File: src/rtl/mem_loader_pkg.sv
// Shared types for the boot-time program loader: state encoding and checksum width.
package mem_loader_pkg;

  localparam int unsigned LOADER_CSUM_WIDTH = 16;

  typedef enum logic [2:0] {
    StIdle   = 3'd0,
    StLoad   = 3'd1,
    StVerify = 3'd2,
    StDrain  = 3'd3,
    StCheck  = 3'd4,
    StDone   = 3'd5,
    StError  = 3'd6
  } loader_state_t;

endpackage

File: src/rtl/loader_checksum.sv
// 16-bit running sum of zero-extended bytes with synchronous clear and enable.
module loader_checksum
  import mem_loader_pkg::*;
#(
  parameter int unsigned DATA_WIDTH = 8
) (
  input  logic                         clk,
  input  logic                         reset,
  input  logic                         clr,
  input  logic                         en,
  input  logic [DATA_WIDTH-1:0]        din,
  output logic [LOADER_CSUM_WIDTH-1:0] sum
);

  logic [LOADER_CSUM_WIDTH-1:0] sum_q;

  always_ff @(posedge clk or posedge reset) begin
    if (reset) begin
      sum_q <= '0;
    end else if (clr) begin
      sum_q <= '0;
    end else if (en) begin
      sum_q <= sum_q + LOADER_CSUM_WIDTH'(din);
    end
  end

  assign sum = sum_q;

endmodule

File: src/rtl/mem_loader.sv
// Boot loader: streams LENGTH bytes into memory at BASE_ADDR while holding the core in reset.
// Define MEM_LOADER_VERIFY_EN to add a readback pass that compares checksums before release.
module mem_loader
  import mem_loader_pkg::*;
#(
  parameter int unsigned ADDR_WIDTH = 16,
  parameter int unsigned DATA_WIDTH = 8,
  parameter int unsigned BASE_ADDR  = 'h0100,
  parameter int unsigned LENGTH     = 256
) (
  input  logic                         clk,
  input  logic                         reset,
  input  logic                         start,
  input  logic                         s_valid,
  input  logic [DATA_WIDTH-1:0]        s_data,
  output logic                         s_ready,
  output logic [ADDR_WIDTH-1:0]        mem_addr,
  output logic [DATA_WIDTH-1:0]        mem_din,
  output logic                         mem_we,
  input  logic [DATA_WIDTH-1:0]        mem_dout,
  output logic                         hold_cpu,
  output logic                         busy,
  output logic                         done,
  output logic                         error,
  output logic [LOADER_CSUM_WIDTH-1:0] checksum
);

  localparam int unsigned CW = ADDR_WIDTH + 1;
  localparam logic [ADDR_WIDTH-1:0] BASE = ADDR_WIDTH'(BASE_ADDR);
  localparam logic [CW-1:0] LAST = CW'(LENGTH - 1);

  if (longint'(BASE_ADDR) + longint'(LENGTH) > (longint'(1) << ADDR_WIDTH)) begin : gen_bad_cfg
    $error("mem_loader: BASE_ADDR + LENGTH exceeds the address space");
  end

  loader_state_t state_q, state_d;
  logic [ADDR_WIDTH-1:0] addr_q, addr_d, mem_addr_q;
  logic [CW-1:0] cnt_q, cnt_d;
  logic clr, ld_en;
  logic s_ready_q, hold_q, busy_q, done_q;
  logic [LOADER_CSUM_WIDTH-1:0] ld_sum;

`ifdef MEM_LOADER_VERIFY_EN
  logic rb_en;
  logic error_q;
  logic [LOADER_CSUM_WIDTH-1:0] rb_sum;
`endif

  always_comb begin
    state_d = state_q;
    addr_d  = addr_q;
    cnt_d   = cnt_q;
    clr     = 1'b0;
    ld_en   = 1'b0;
`ifdef MEM_LOADER_VERIFY_EN
    rb_en   = 1'b0;
`endif
    case (state_q)
      StIdle, StDone, StError: begin
        if (start) begin
          clr     = 1'b1;
          addr_d  = BASE;
          cnt_d   = '0;
          state_d = (LENGTH == 0) ? StDone : StLoad;
        end
      end
      StLoad: begin
        if (s_valid) begin
          ld_en  = 1'b1;
          addr_d = addr_q + ADDR_WIDTH'(1);
          cnt_d  = cnt_q + CW'(1);
          if (cnt_q == LAST) begin
`ifdef MEM_LOADER_VERIFY_EN
            state_d = StVerify;
            addr_d  = BASE;
            cnt_d   = '0;
`else
            state_d = StDone;
`endif
          end
        end
      end
`ifdef MEM_LOADER_VERIFY_EN
      StVerify: begin
        // Read data lags the address by one cycle, so the first verify cycle has nothing to add.
        rb_en = (cnt_q != '0);
        if (cnt_q == LAST) begin
          state_d = StDrain;
        end else begin
          cnt_d  = cnt_q + CW'(1);
          addr_d = addr_q + ADDR_WIDTH'(1);
        end
      end
      StDrain: begin
        rb_en   = 1'b1;
        state_d = StCheck;
      end
      StCheck: begin
        state_d = (rb_sum == ld_sum) ? StDone : StError;
      end
`endif
      default: state_d = StIdle;
    endcase
  end

  // Outputs are decoded from the next state so they change on the same edge as the state.
  always_ff @(posedge clk or posedge reset) begin
    if (reset) begin
      state_q    <= StIdle;
      addr_q     <= BASE;
      cnt_q      <= '0;
      mem_addr_q <= '0;
      s_ready_q  <= 1'b0;
      hold_q     <= 1'b0;
      busy_q     <= 1'b0;
      done_q     <= 1'b0;
    end else begin
      state_q    <= state_d;
      addr_q     <= addr_d;
      cnt_q      <= cnt_d;
      mem_addr_q <= (state_d == StLoad || state_d == StVerify) ? addr_d : '0;
      s_ready_q  <= (state_d == StLoad);
      busy_q     <= state_d inside {StLoad, StVerify, StDrain, StCheck};
      hold_q     <= state_d inside {StLoad, StVerify, StDrain, StCheck, StError};
      done_q     <= (state_d == StDone);
    end
  end

  loader_checksum #(
    .DATA_WIDTH(DATA_WIDTH)
  ) u_load_sum (
    .clk  (clk),
    .reset(reset),
    .clr  (clr),
    .en   (ld_en),
    .din  (s_data),
    .sum  (ld_sum)
  );

`ifdef MEM_LOADER_VERIFY_EN
  loader_checksum #(
    .DATA_WIDTH(DATA_WIDTH)
  ) u_readback_sum (
    .clk  (clk),
    .reset(reset),
    .clr  (clr),
    .en   (rb_en),
    .din  (mem_dout),
    .sum  (rb_sum)
  );

  always_ff @(posedge clk or posedge reset) begin
    if (reset) begin
      error_q <= 1'b0;
    end else begin
      error_q <= (state_d == StError);
    end
  end

  assign error = error_q;
`else
  logic unused_dout;
  assign unused_dout = ^mem_dout;
  assign error = 1'b0;
`endif

  assign mem_we   = (state_q == StLoad) && s_valid;
  assign mem_din  = (state_q == StLoad) ? s_data : '0;
  assign mem_addr = mem_addr_q;
  assign s_ready  = s_ready_q;
  assign hold_cpu = hold_q;
  assign busy     = busy_q;
  assign done     = done_q;
  assign checksum = ld_sum;

endmodule

File: config.mk
export PLATFORM = sky130hd
export DESIGN_NAME = mem_loader
export DESIGN_NICKNAME = d
export VERILOG_FILES = /design/src/rtl/mem_loader_pkg.sv /design/src/rtl/loader_checksum.sv /design/src/rtl/mem_loader.sv
export SDC_FILE = /design/constraint.sdc
export NUM_CORES = 1
export LEC_CHECK = 0
export ABC_AREA = 1
export CAP_MARGIN = 10
export CELL_PAD_IN_SITES_DETAIL_PLACEMENT = 0
export CELL_PAD_IN_SITES_GLOBAL_PLACEMENT = 2
export CORE_UTILIZATION = 31
export CTS_BUF_LIST = sky130_fd_sc_hd__clkbuf_8
export CTS_CLUSTER_DIAMETER = 100
export CTS_CLUSTER_SIZE = 8
export DETAILED_ROUTE_END_ITERATION = 7
export PLACE_DENSITY_LB_ADDON = 0.1
export SYNTH_ARGS = -nofsm -noshare
export SYNTH_HDL_FRONTEND = slang
export SYNTH_SLANG_ARGS = --single-unit
File: constraint.sdc
create_clock -name clk -period 2.5 [get_ports clk]
set_input_delay 0.25 -clock clk [delete_from_list [all_inputs] [get_ports clk]]
set_output_delay 0.25 -clock clk [all_outputs]
set_load 0.05 [all_outputs]
# ---- Word-level counts from Yosys, hierarchy flattened
# Cells that the tools add are included.
dict set report op_classes {
  n_mux 18
  reduce_logical 9
  bitwise 0
  mul 0
  addsub 3
  magnitude_cmp 0
  shift 0
  n_div 0
  n_eq_ne 12
}
# operator n
set ops {}
lappend ops {{two-way mux 16 bit} 5}
lappend ops {{two-way mux 17 bit} 2}
lappend ops {{case mux 17 bit (2 select lines)} 1}
lappend ops {{case mux 16 bit (2 select lines)} 1}
lappend ops {{adder 17 x 1 -> 17 bit (second input constant)} 1}
lappend ops {{equality test 17 x 8 -> 1 bit (second input constant)} 1}
lappend ops {{adder 16 x 1 -> 16 bit (second input constant)} 1}
lappend ops {{adder 16 x 8 -> 16 bit} 1}
lappend ops {{equality test 3 bit (second input constant)} 5}
lappend ops {{two-way mux 3 bit} 3}
lappend ops {{two-way mux 8 bit} 1}
lappend ops {{equality test 3 x 1 -> 1 bit (second input constant)} 2}
lappend ops {{equality test 3 x 2 -> 1 bit (second input constant)} 2}
lappend ops {{case mux 3 bit (2 select lines)} 1}
lappend ops {{nonzero test 5 bit} 1}
lappend ops {{two-way mux 1 bit} 4}
lappend ops {{!= test 2 bit (second input constant)} 2}
lappend ops {{nonzero test 2 bit} 2}
lappend ops {{nonzero test 4 bit} 1}
lappend ops {{zero test 3 bit} 1}
lappend ops {{AND reduction 3 bit} 1}
lappend ops {{OR reduction 3 bit} 1}
lappend ops {{logical AND 1 bit} 1}
lappend ops {{logical OR 1 bit} 1}
dict set report totals {
  output_inout_bits 46
  memories 0
  reg_bits 72
  rom_bits 0
  word_cells 51
  ram_bits 0
  latchBits 0
  inputBits 20
}

# ---- Logic depth before layout (Yosys ltp)
# Gate-level depths: netlist of the first run.
dict set report depth {
  depth_word 7
  mapped_depth 12
  ltp_nobuf 12
}

# ---- By module
# A second synthesis of the first run with hierarchy kept.
dict set report hier_totals {
  hier_cells 605
  hier_area_um2 4329.2
}
# mod area_per_inst_um2 n_inst seq_area_each_um2 cells_each
set modules_own_cells {}
lappend modules_own_cells {mem_loader 3108.0 1 1402.6 425}
lappend modules_own_cells {loader_checksum 1221.2 1 400.4 180}

# ---- Worst setup path before layout of the first run
# Ideal clock, no wire load.
dict set report synth_path {
  kind {register -> register}
  startpoint {reg u_load_sum.sum_q[0], in the netlist u_load_sum.sum[0]}
  endpoint {reg u_load_sum.sum_q[10], in the netlist u_load_sum.sum[10]}
  stages_incl_launch_ff 12
  setup_slack_ns 0.373
  required_ns 2.378
  setup_time_ns 0.122
  synth_period_minus_slack_ns 2.127
  arrival_ns 2.006
  cell_sequence {dfrtp_1 -> ha_1 -> inv_1 -> fa_1 -> inv_1 -> nand3_1 -> nand3_1 -> nand2_1 -> nand2_1 -> nand3_1 -> o21ai_0 -> nor2_1}
}
dict set report synth_via {
  elab_chain_cells 3
}
# item line
set synth_lines {}
lappend synth_lines {{start: declaration} loader_checksum.sv:15} ;# logic [LOADER_CSUM_WIDTH-1:0] sum_q;
lappend synth_lines {{start signal: assignment} loader_checksum.sv:23} ;# sum_q <= sum_q + LOADER_CSUM_WIDTH'(din);
lappend synth_lines {{adder 16 x 8 -> 16 bit} loader_checksum.sv:23}
lappend synth_lines {{two-way mux 16 bit} loader_checksum.sv:22} ;# end else if (en) begin
lappend synth_lines {{two-way mux 16 bit} loader_checksum.sv:20} ;# end else if (clr) begin
# No other way between the ends. The select of a mux whose other input is x is not followed.
# A chain may end at the register's enable or synchronous reset.

# ---- Worst setup path in the final report of the first run
dict set report layout_path {
  startpoint {reg state_q[1]}
  endpoint {out mem_we}
}
dict set report layout_via {
  elab_chain_cells 2
}
# item line
set layout_lines {}
lappend layout_lines {{start: declaration} mem_loader.sv:36} ;# loader_state_t state_q, state_d;
lappend layout_lines {{start signal: assignment} mem_loader.sv:109} ;# state_q <= StIdle;
lappend layout_lines {{start signal: assignment} mem_loader.sv:118} ;# state_q <= state_d;
lappend layout_lines {{equality test 3 x 1 -> 1 bit} mem_loader.sv:167} ;# assign mem_we = (state_q == StLoad) && s_valid;
lappend layout_lines {{logical AND 1 bit} mem_loader.sv:167}
lappend layout_lines {{end: declaration} mem_loader.sv:19} ;# output logic mem_we,
# No other way between the ends.

==> reports/metrics.json, run 1 <==
{
  "clock_sink_count": {"value": 72},
  "drc": {"value": 0},
  "fin_crit_sh": {"value": 84.03, "unit": "%"},
  "ys.flop_type": {"value": "sky130_fd_sc_hd__dfrtp_1"},
  "yosys_warnings": {"value": 0},
  "nNetsFinal": {"value": 668},
  "ioPinCount": {"value": 66},
  "setup_ws": {"value": 399.3, "unit": "ps"},
  "fp.coreArea": {"value": 13190, "unit": "sq um"},
  "clk_transition_reported_paths": {"value": 80, "unit": "ps"},
  "numCtsBuffers": {"value": 9},
  "row_count": {"value": 42},
  "drt-wirelength-per-cell": {"value": 13.57, "unit": "um"},
  "path_class": {"value": "reg2out"},
  "max_slew.worst_pin.slew": {"value": 651.0, "unit": "ps"},
  "finish.utilization": {"value": 39.13, "unit": "%"},
  "synth.top_cell.area_share": {"value": 42.39, "unit": "%"},
  "synthToLayoutAreaGrowth": {"value": 23.13, "unit": "%"},
  "fill_cells": {"value": 1420},
  "power_density": {"value": 1011, "unit": "nW/um^2"},
  "fp.dieArea": {"value": 13990, "unit": "sq um"},
  "track_usage": {"value": 17.24, "unit": "%"},
  "cts_tree": {"value": "built"},
  "finalInstanceArea": {"value": 5161, "unit": "sq um"},
  "place.gp.congestion": {"value": 0.7577},
  "cts-root-buf": {"value": "sky130_fd_sc_hd__clkbuf_8"},
  "fin_worst_skew": {"value": 12.32, "unit": "ps"},
  "synth_top_cells_by_area": {"value": "sky130_fd_sc_hd__dfrtp_1, sky130_fd_sc_hd__nand2_1, sky130_fd_sc_hd__inv_1, sky130_fd_sc_hd__nand3_1, sky130_fd_sc_hd__nor2_1"},
  "h-tree-depth": {"value": 3},
  "yosys.area.top_type": {"value": "sky130_fd_sc_hd__dfrtp_1"},
  "layout-drive-gt1-share": {"value": 8.255, "unit": "%"},
  "post_synthesis_cell_count": {"value": 575},
  "outcome": {"value": "finished clean"},
  "insertion_delay": {"value": 370, "unit": "ps"},
  "cp_data_arrival_time": {"value": 1850, "unit": "ps"},
  "viasPerCell": {"value": 4.666},
  "synth-async-reset-ratio": {"value": 100.0, "unit": "%"},
  "cts_buffer_depth": {"value": 2},
  "initial_utilization": {"value": 31.78, "unit": "%"},
  "number_of_inserted_diodes": {"value": 0},
  "fp.dieH": {"value": 118.3, "unit": "um"},
  "synth_edf_count": {"value": 0},
  "fp.dieW": {"value": 118.3, "unit": "um"},
  "detailedRoute.firstIterationViolations": {"value": 145},
  "final.hold.worst_slack": {"value": 285.2, "unit": "ps"},
  "synth.cell_area": {"value": 4192, "unit": "sq um"},
  "summed_negative_setup_slack_over_all_endpoints": {"value": 0, "unit": "ps"},
  "final_antenna_net_count": {"value": 0},
  "cp-start-kind": {"value": "flop"},
  "vias_after_detailed_routing": {"value": 3817},
  "drt-total-wl": {"value": 11100, "unit": "um"},
  "cts_repair_resize_count": {"value": 0},
  "dpl_worst_slack": {"value": 135.6, "unit": "ps"},
  "holdCritPathClass": {"value": "in2async"},
  "slew-limit-headroom": {"value": 56.54, "unit": "%"},
  "drv_slew": {"value": 0},
  "synth_seq_area_share": {"value": 43.01, "unit": "%"},
  "fin_crit": {"value": 2101, "unit": "ps"},
  "static-leakage-power": {"value": 2.608, "unit": "nW"},
  "synth.avg_cell_area": {"value": 7.290, "unit": "sq um"},
  "drt_pass1_iterations": {"value": 4},
  "achievable-frequency": {"value": 0.4760, "unit": "GHz"},
  "setup_viol_count_final": {"value": 0},
  "rsz0062_at_grt": {"value": "no"},
  "synthDistinctLibCells": {"value": 42},
  "port-buffer-count": {"value": 56},
  "hold_viol_final": {"value": 0},
  "worstSetupEndpointType": {"value": "output pin"},
  "crit_path_max_fanout": {"value": 11},
  "reg2regPathDepth": {"value": 11},
  "dpl-instance-area": {"value": 4962, "unit": "sq um"},
  "final_cell_mix": {"value": "sky130_fd_sc_hd__nand2_1, sky130_fd_sc_hd__inv_1, sky130_fd_sc_hd__dfrtp_1, sky130_fd_sc_hd__nor2_1, sky130_fd_sc_hd__nand3_1"},
  "place_hpwl": {"value": 8206, "unit": "um"},
  "cp.required": {"value": 2250, "unit": "ps"},
  "ys_ff_latch": {"value": 72},
  "vdd.ir_drop.worst": {"value": 0.5176, "unit": "mV"},
  "hold_buffers": {"value": 0},
  "layout.cells.most_common": {"value": "sky130_fd_sc_hd__nand2_1"},
  "post_cts_buffers": {"value": 0},
  "grt_start_max_net_pins": {"value": 39},
  "timing.max_cap.violations": {"value": 0},
  "initial_antenna_violation_count": {"value": 0},
  "grt_remaining_overflow": {"value": 0},
  "grt_first_pass_wirelength": {"value": 18610, "unit": "um"},
  "via_count_of_the_first_global_routing_pass": {"value": 3792},
  "synth.net_count": {"value": 606}
}
registers in the layout, summed over array words and instances (netlist names):
name,cells
state_q,3
u_load_sum.sum,16
hold_cpu,1
mem_addr,16
s_ready,1
busy,1
cnt_q,17
done,1
addr_q,16
logic make-up (layout without fill, tap and decap cells):
group / after synthesis / after routing / synth area share, %
DFF: 72 / 72 / 43.01
and+or+nand+nor: 326 / 326 / 34.21
adders and majority gates: 11 / 11 / 3.463
xor gates and xnor gates: 6 / 6 / 1.254
buffers and inverters: 101 / 168 / 10.21
other: 1 / 1 / 0.08947
AOI/OAI and AO/OA: 58 / 58 / 7.762
power breakdown:
part           switching [mW]  internal (mW)
sequential              0.205           1.41
combinational            1.82          0.829
clock                   0.449          0.505
total                    2.47           2.74
cell usage after synthesis, types with 2 or more instances:
cell,number
sky130_fd_sc_hd__a21oi_1,22
sky130_fd_sc_hd__a21oi_2,3
sky130_fd_sc_hd__and2_1,3
sky130_fd_sc_hd__buf_2,3
sky130_fd_sc_hd__buf_4,2
sky130_fd_sc_hd__buf_6,5
sky130_fd_sc_hd__clkbuf_1,2
sky130_fd_sc_hd__dfrtp_1,71
sky130_fd_sc_hd__ha_1,10
sky130_fd_sc_hd__inv_1,85
sky130_fd_sc_hd__inv_2,3
sky130_fd_sc_hd__nand2_1,161
sky130_fd_sc_hd__nand2_2,5
sky130_fd_sc_hd__nand3_1,54
sky130_fd_sc_hd__nand3_2,2
sky130_fd_sc_hd__nand3b_1,2
sky130_fd_sc_hd__nand4_1,11
sky130_fd_sc_hd__nor2_1,66
sky130_fd_sc_hd__nor3_1,14
sky130_fd_sc_hd__o21ai_0,24
sky130_fd_sc_hd__o21bai_1,2
sky130_fd_sc_hd__xnor2_1,4
sky130_fd_sc_hd__xor2_1,2
worst max-delay path: stages (launching register included):
cell and delay, ps:
sky130_fd_sc_hd__dfrtp_1 430, sky130_fd_sc_hd__inv_1 110, sky130_fd_sc_hd__nand2_2 100, sky130_fd_sc_hd__nor2_8 160, sky130_fd_sc_hd__nand2_2 220, sky130_fd_sc_hd__inv_2 130, sky130_fd_sc_hd__buf_4 190, sky130_fd_sc_hd__buf_12 150
routing by layer:
layer  GRT usage [%]  vias up  routed length (um)
li1                -     1934                   -
met1           20.88     1820                5076
met2           29.74       47                5553
met3           3.475       16                 280
met4           7.051        0                 189
met5               0        -                   0
metrics by stage:
step                power (mW)  std cells
floorplan                3.494        575
global placement         4.326        802
detailed placement       4.329        802
CTS                      5.325        818
global route             5.612        818
finish                   5.218        818
final cells by class:
type                            count  area, sq um  area share (%)
Multi-Input combinational cell    402         1961           37.99
Tap cell                          176        220.2           4.267
Inverter                           88        330.3           6.400
Sequential cell                    72         1803           34.93
Timing Repair Buffer               64        648.1           12.56
Clock inverter                      5        47.55          0.9212
Clock buffer                       11        151.4           2.933
final timing paths:
| path | from | slack [ps] | to |
|---|---|---|---|
| max | state_q[1]$_DFF_PP0_ | 400 | mem_we |
| min | reset | 290 | done$_DFF_PP0_ |
| min in group clk | cnt_q[1]$_DFFE_PP0P_ | 510 | cnt_q[1]$_DFFE_PP0P_ |
| max reg2reg | u_load_sum.sum[0]$_DFFE_PP0P_ | 520 | u_load_sum.sum[10]$_DFFE_PP0P_ |
| max in group asynchronous | reset | 1540 | addr_q[8]$_DFF_PP1_ |
| min reg2reg | cnt_q[1]$_DFFE_PP0P_ | 510 | cnt_q[1]$_DFFE_PP0P_ |
Note: power is estimated with default switching activity, not from simulation.
==> inputs of run 2 (changes only) <==
--- a/config.mk
+++ b/config.mk
@@ -9,7 +9,7 @@
 export CAP_MARGIN = 10
 export CELL_PAD_IN_SITES_DETAIL_PLACEMENT = 0
 export CELL_PAD_IN_SITES_GLOBAL_PLACEMENT = 2
-export CORE_UTILIZATION = 31
+export CORE_UTILIZATION = 28
 export CTS_BUF_LIST = sky130_fd_sc_hd__clkbuf_8
 export CTS_CLUSTER_DIAMETER = 100
 export CTS_CLUSTER_SIZE = 8
==> constraint.sdc (replaced) <==
create_clock -name clk -period 1.8 [get_ports clk]
set_input_delay 0.18 -clock clk [delete_from_list [all_inputs] [get_ports clk]]
set_output_delay 0.18 -clock clk [all_outputs]
set_load 0.05 [all_outputs]
==> reports/metrics.json, run 2 (synthesized netlist as in run 1, its figures left out) <==
{
  "outcome": {"value": "finished clean"},
  "number_of_inserted_diodes": {"value": 0, "change": "unchanged"},
  "max_slew.worst_pin.slew": {"value": 566.4, "unit": "ps", "change": "-84.61 ps"},
  "ioPinCount": {"value": 66, "change": "unchanged"},
  "finalInstanceArea": {"value": 5848, "unit": "sq um", "change": "+13%"},
  "largest_register_ff_count": {"value": 17, "change": "unchanged"},
  "synthToLayoutAreaGrowth": {"value": 39.52, "unit": "%"},
  "drt_pass1_iterations": {"value": 5, "change": "+1"},
  "h-tree-depth": {"value": 3, "change": "unchanged"},
  "fin_crit_sh": {"value": 97.12, "unit": "%"},
  "path_buf_inv": {"value": 1, "change": "-3"},
  "max_stage_delay": {"value": 820, "unit": "ps", "change": "+390 ps"},
  "largest-register": {"value": "cnt_q"},
  "power_density": {"value": 1400, "unit": "nW/um^2", "change": "+38%"},
  "drt-total-wl": {"value": 12140, "unit": "um", "change": "+9.3%"},
  "track_usage": {"value": 16.06, "unit": "%", "change": "-1.2 points"},
  "clk_transition_reported_paths": {"value": 90, "unit": "ps", "change": "about the same"},
  "clock_sink_count": {"value": 72, "change": "unchanged"},
  "static-leakage-power": {"value": 2.936, "unit": "nW", "change": "+13%"},
  "timing.critical_path.cells": {"value": "clkdlybuf4s50_1"},
  "place_hpwl": {"value": 8631, "unit": "um", "change": "+5.2%"},
  "achievable-frequency": {"value": 0.5721, "unit": "GHz"},
  "place.gp.congestion": {"value": 0.7695, "change": "+1.6%"},
  "numCtsBuffers": {"value": 9, "change": "unchanged"},
  "final.hold.worst_slack": {"value": 151.9, "unit": "ps", "change": "-133.3 ps"},
  "holdCritPathClass": {"value": "in2async"},
  "timing.max_cap.violations": {"value": 0, "change": "unchanged"},
  "grt_first_pass_wirelength": {"value": 19750, "unit": "um", "change": "+6.2%"},
  "drc": {"value": 0, "change": "unchanged"},
  "cts_tree": {"value": "built"},
  "hold_viol_final": {"value": 0, "change": "unchanged"},
  "fp.dieW": {"value": 124.4, "unit": "um", "change": "+5.1%"},
  "crit_path_max_fanout": {"value": 3, "change": "-8"},
  "cp-start-kind": {"value": "flop"},
  "grt_start_max_net_pins": {"value": 33, "change": "-15%"},
  "insertion_delay": {"value": 360, "unit": "ps", "change": "about the same"},
  "fin_worst_skew": {"value": 14.75, "unit": "ps", "change": "+2.434 ps"},
  "via_count_of_the_first_global_routing_pass": {"value": 3989, "change": "+5.2%"},
  "vdd.ir_drop.worst": {"value": 0.7876, "unit": "mV", "change": "+52%"},
  "worstSetupEndpointType": {"value": "output pin"},
  "hold_buffers": {"value": 0, "change": "unchanged"},
  "viasPerCell": {"value": 4.554, "change": "-2.4%"},
  "summed_negative_setup_slack_over_all_endpoints": {"value": 0, "unit": "ps", "change": "unchanged"},
  "final_cell_mix": {"value": "sky130_fd_sc_hd__nand2_1, sky130_fd_sc_hd__inv_1, sky130_fd_sc_hd__dfrtp_1, sky130_fd_sc_hd__nor2_1, sky130_fd_sc_hd__nand3_1"},
  "drv_slew": {"value": 0, "change": "unchanged"},
  "path_class": {"value": "reg2out"},
  "layout-drive-gt1-share": {"value": 19.53, "unit": "%", "change": "+11 points"},
  "fp.coreArea": {"value": 14590, "unit": "sq um", "change": "+11%"},
  "detailedRoute.firstIterationViolations": {"value": 212, "change": "+46%"},
  "nNetsFinal": {"value": 707, "change": "+5.8%"},
  "fin_crit": {"value": 1748, "unit": "ps"},
  "cp.required": {"value": 1620, "unit": "ps", "change": "-630 ps"},
  "critical_path.top_delay_family": {"value": "buffers and inverters"},
  "report.power.total": {"value": 8.188, "unit": "mW", "change": "+57%"},
  "drt-wirelength-per-cell": {"value": 14.03, "unit": "um", "change": "+3.4%"},
  "slew-limit-headroom": {"value": 61.89, "unit": "%", "change": "+5.4 points"},
  "cp_data_arrival_time": {"value": 1570, "unit": "ps", "change": "-280 ps"},
  "row_count": {"value": 44, "change": "+4.8%"},
  "layout.cells.most_common": {"value": "sky130_fd_sc_hd__nand2_1"},
  "cts-root-buf": {"value": "sky130_fd_sc_hd__clkbuf_8"},
  "vias_after_detailed_routing": {"value": 3939, "change": "+3.2%"},
  "port-buffer-count": {"value": 56, "change": "unchanged"},
  "worst_path_max_delay_cell": {"value": "sky130_fd_sc_hd__clkdlybuf4s50_1"},
  "initial_utilization": {"value": 28.73, "unit": "%", "change": "-3.0 points"},
  "grt_remaining_overflow": {"value": 0, "change": "unchanged"},
  "rsz0062_at_grt": {"value": "yes"},
  "cts_buffer_depth": {"value": 2, "change": "unchanged"},
  "fp.dieH": {"value": 124.4, "unit": "um", "change": "+5.1%"},
  "setup_viol_count_final": {"value": 0, "change": "unchanged"},
  "initial_antenna_violation_count": {"value": 0, "change": "unchanged"},
  "final_antenna_net_count": {"value": 0, "change": "unchanged"},
  "fp.dieArea": {"value": 15460, "unit": "sq um", "change": "+11%"},
  "dpl-instance-area": {"value": 5324, "unit": "sq um", "change": "+7.3%"}
}
run 2: cell types whose count changed in the layout (fill, tap and decap cells not counted), sizes merged:
cell / delta
nand3: +1
dlygate4sd2: +3
clkdlybuf4s50: -8
dlymetal6s2s: +3
clkinvlp: +1
buf: +39
run 2: layout make-up:
class	count	area, sq um
clock buffers	10	137.6
repair buffers	102	1075
well taps	184	230.2
multi-input cells	403	2203
fillers	1497	8741
inverters	88	341.6
flip-flops and latches	72	1805
clock inverters	6	55.05
run 2: metal layers:
| layer | track usage (%) | vias up | wire length, um |
|---|---|---|---|
| li1 | - | 2024 | - |
| met5 | 0 | - | 0 |
| met4 | 5.386 | 0 | 174 |
| met1 | 20.33 | 1846 | 5656 |
| met3 | 3.565 | 12 | 392 |
| met2 | 26.91 | 57 | 5911 |
run 2: repair_timing:
item / in CTS / in global routing
cloned: 0 / 2
buffers inserted: 3 / 6
setup endpoints to repair: 12 / 49
pin swaps: 1 / 8
gates resized for setup: 20 / 41
run 2: final timing paths:
path                                                     from                    end  slack, ps  cells past startpoint
worst max-delay path            u_load_sum.sum[2]$_DFFE_PP0P_            checksum[2]         50                      1
worst min-delay path                                    reset  mem_addr[9]$_DFF_PP0_        150                      2
worst max register to register           state_q[0]$_DFF_PP0_  mem_addr[7]$_DFF_PP0_         80                     10
worst min register to register           cnt_q[1]$_DFFE_PP0P_   cnt_q[1]$_DFFE_PP0P_        520                      2
max in group asynchronous                               reset    addr_q[8]$_DFF_PP1_       1100                      3
min in group clk                         cnt_q[1]$_DFFE_PP0P_   cnt_q[1]$_DFFE_PP0P_        520                      2
run 2: power by group:
group	switching (mW)	total (mW)	leakage, nW	internal [mW]
clock	0.640	1.30	0.110	0.664
combinational	2.87	4.64	1.87	1.76
sequential	0.286	2.25	0.957	1.96
run 2: stage by stage:
step | std cells | worst slack, ps | util (%)
2_1_floorplan | 575 | -57.00 | -
3_3_place_gp | 838 | -238.4 | 36.49
3_5_place_dp | 838 | -243.7 | 36.49
4_1_cts | 857 | -29.28 | 38.40
5_1_grt | 865 | -44.95 | 40.09
6_report | 865 | 51.90 | 40.09
==> inputs of run 3 (changes only) <==
--- a/config.mk
+++ b/config.mk
@@ -6,7 +6,7 @@
 export NUM_CORES = 1
 export LEC_CHECK = 0
 export ABC_AREA = 1
-export CAP_MARGIN = 10
+export CAP_MARGIN = 15
 export CELL_PAD_IN_SITES_DETAIL_PLACEMENT = 0
 export CELL_PAD_IN_SITES_GLOBAL_PLACEMENT = 2
 export CORE_UTILIZATION = 28
==> results of run 3 <==
No change in the layout: final DEF, timing and power equal those of run 2.
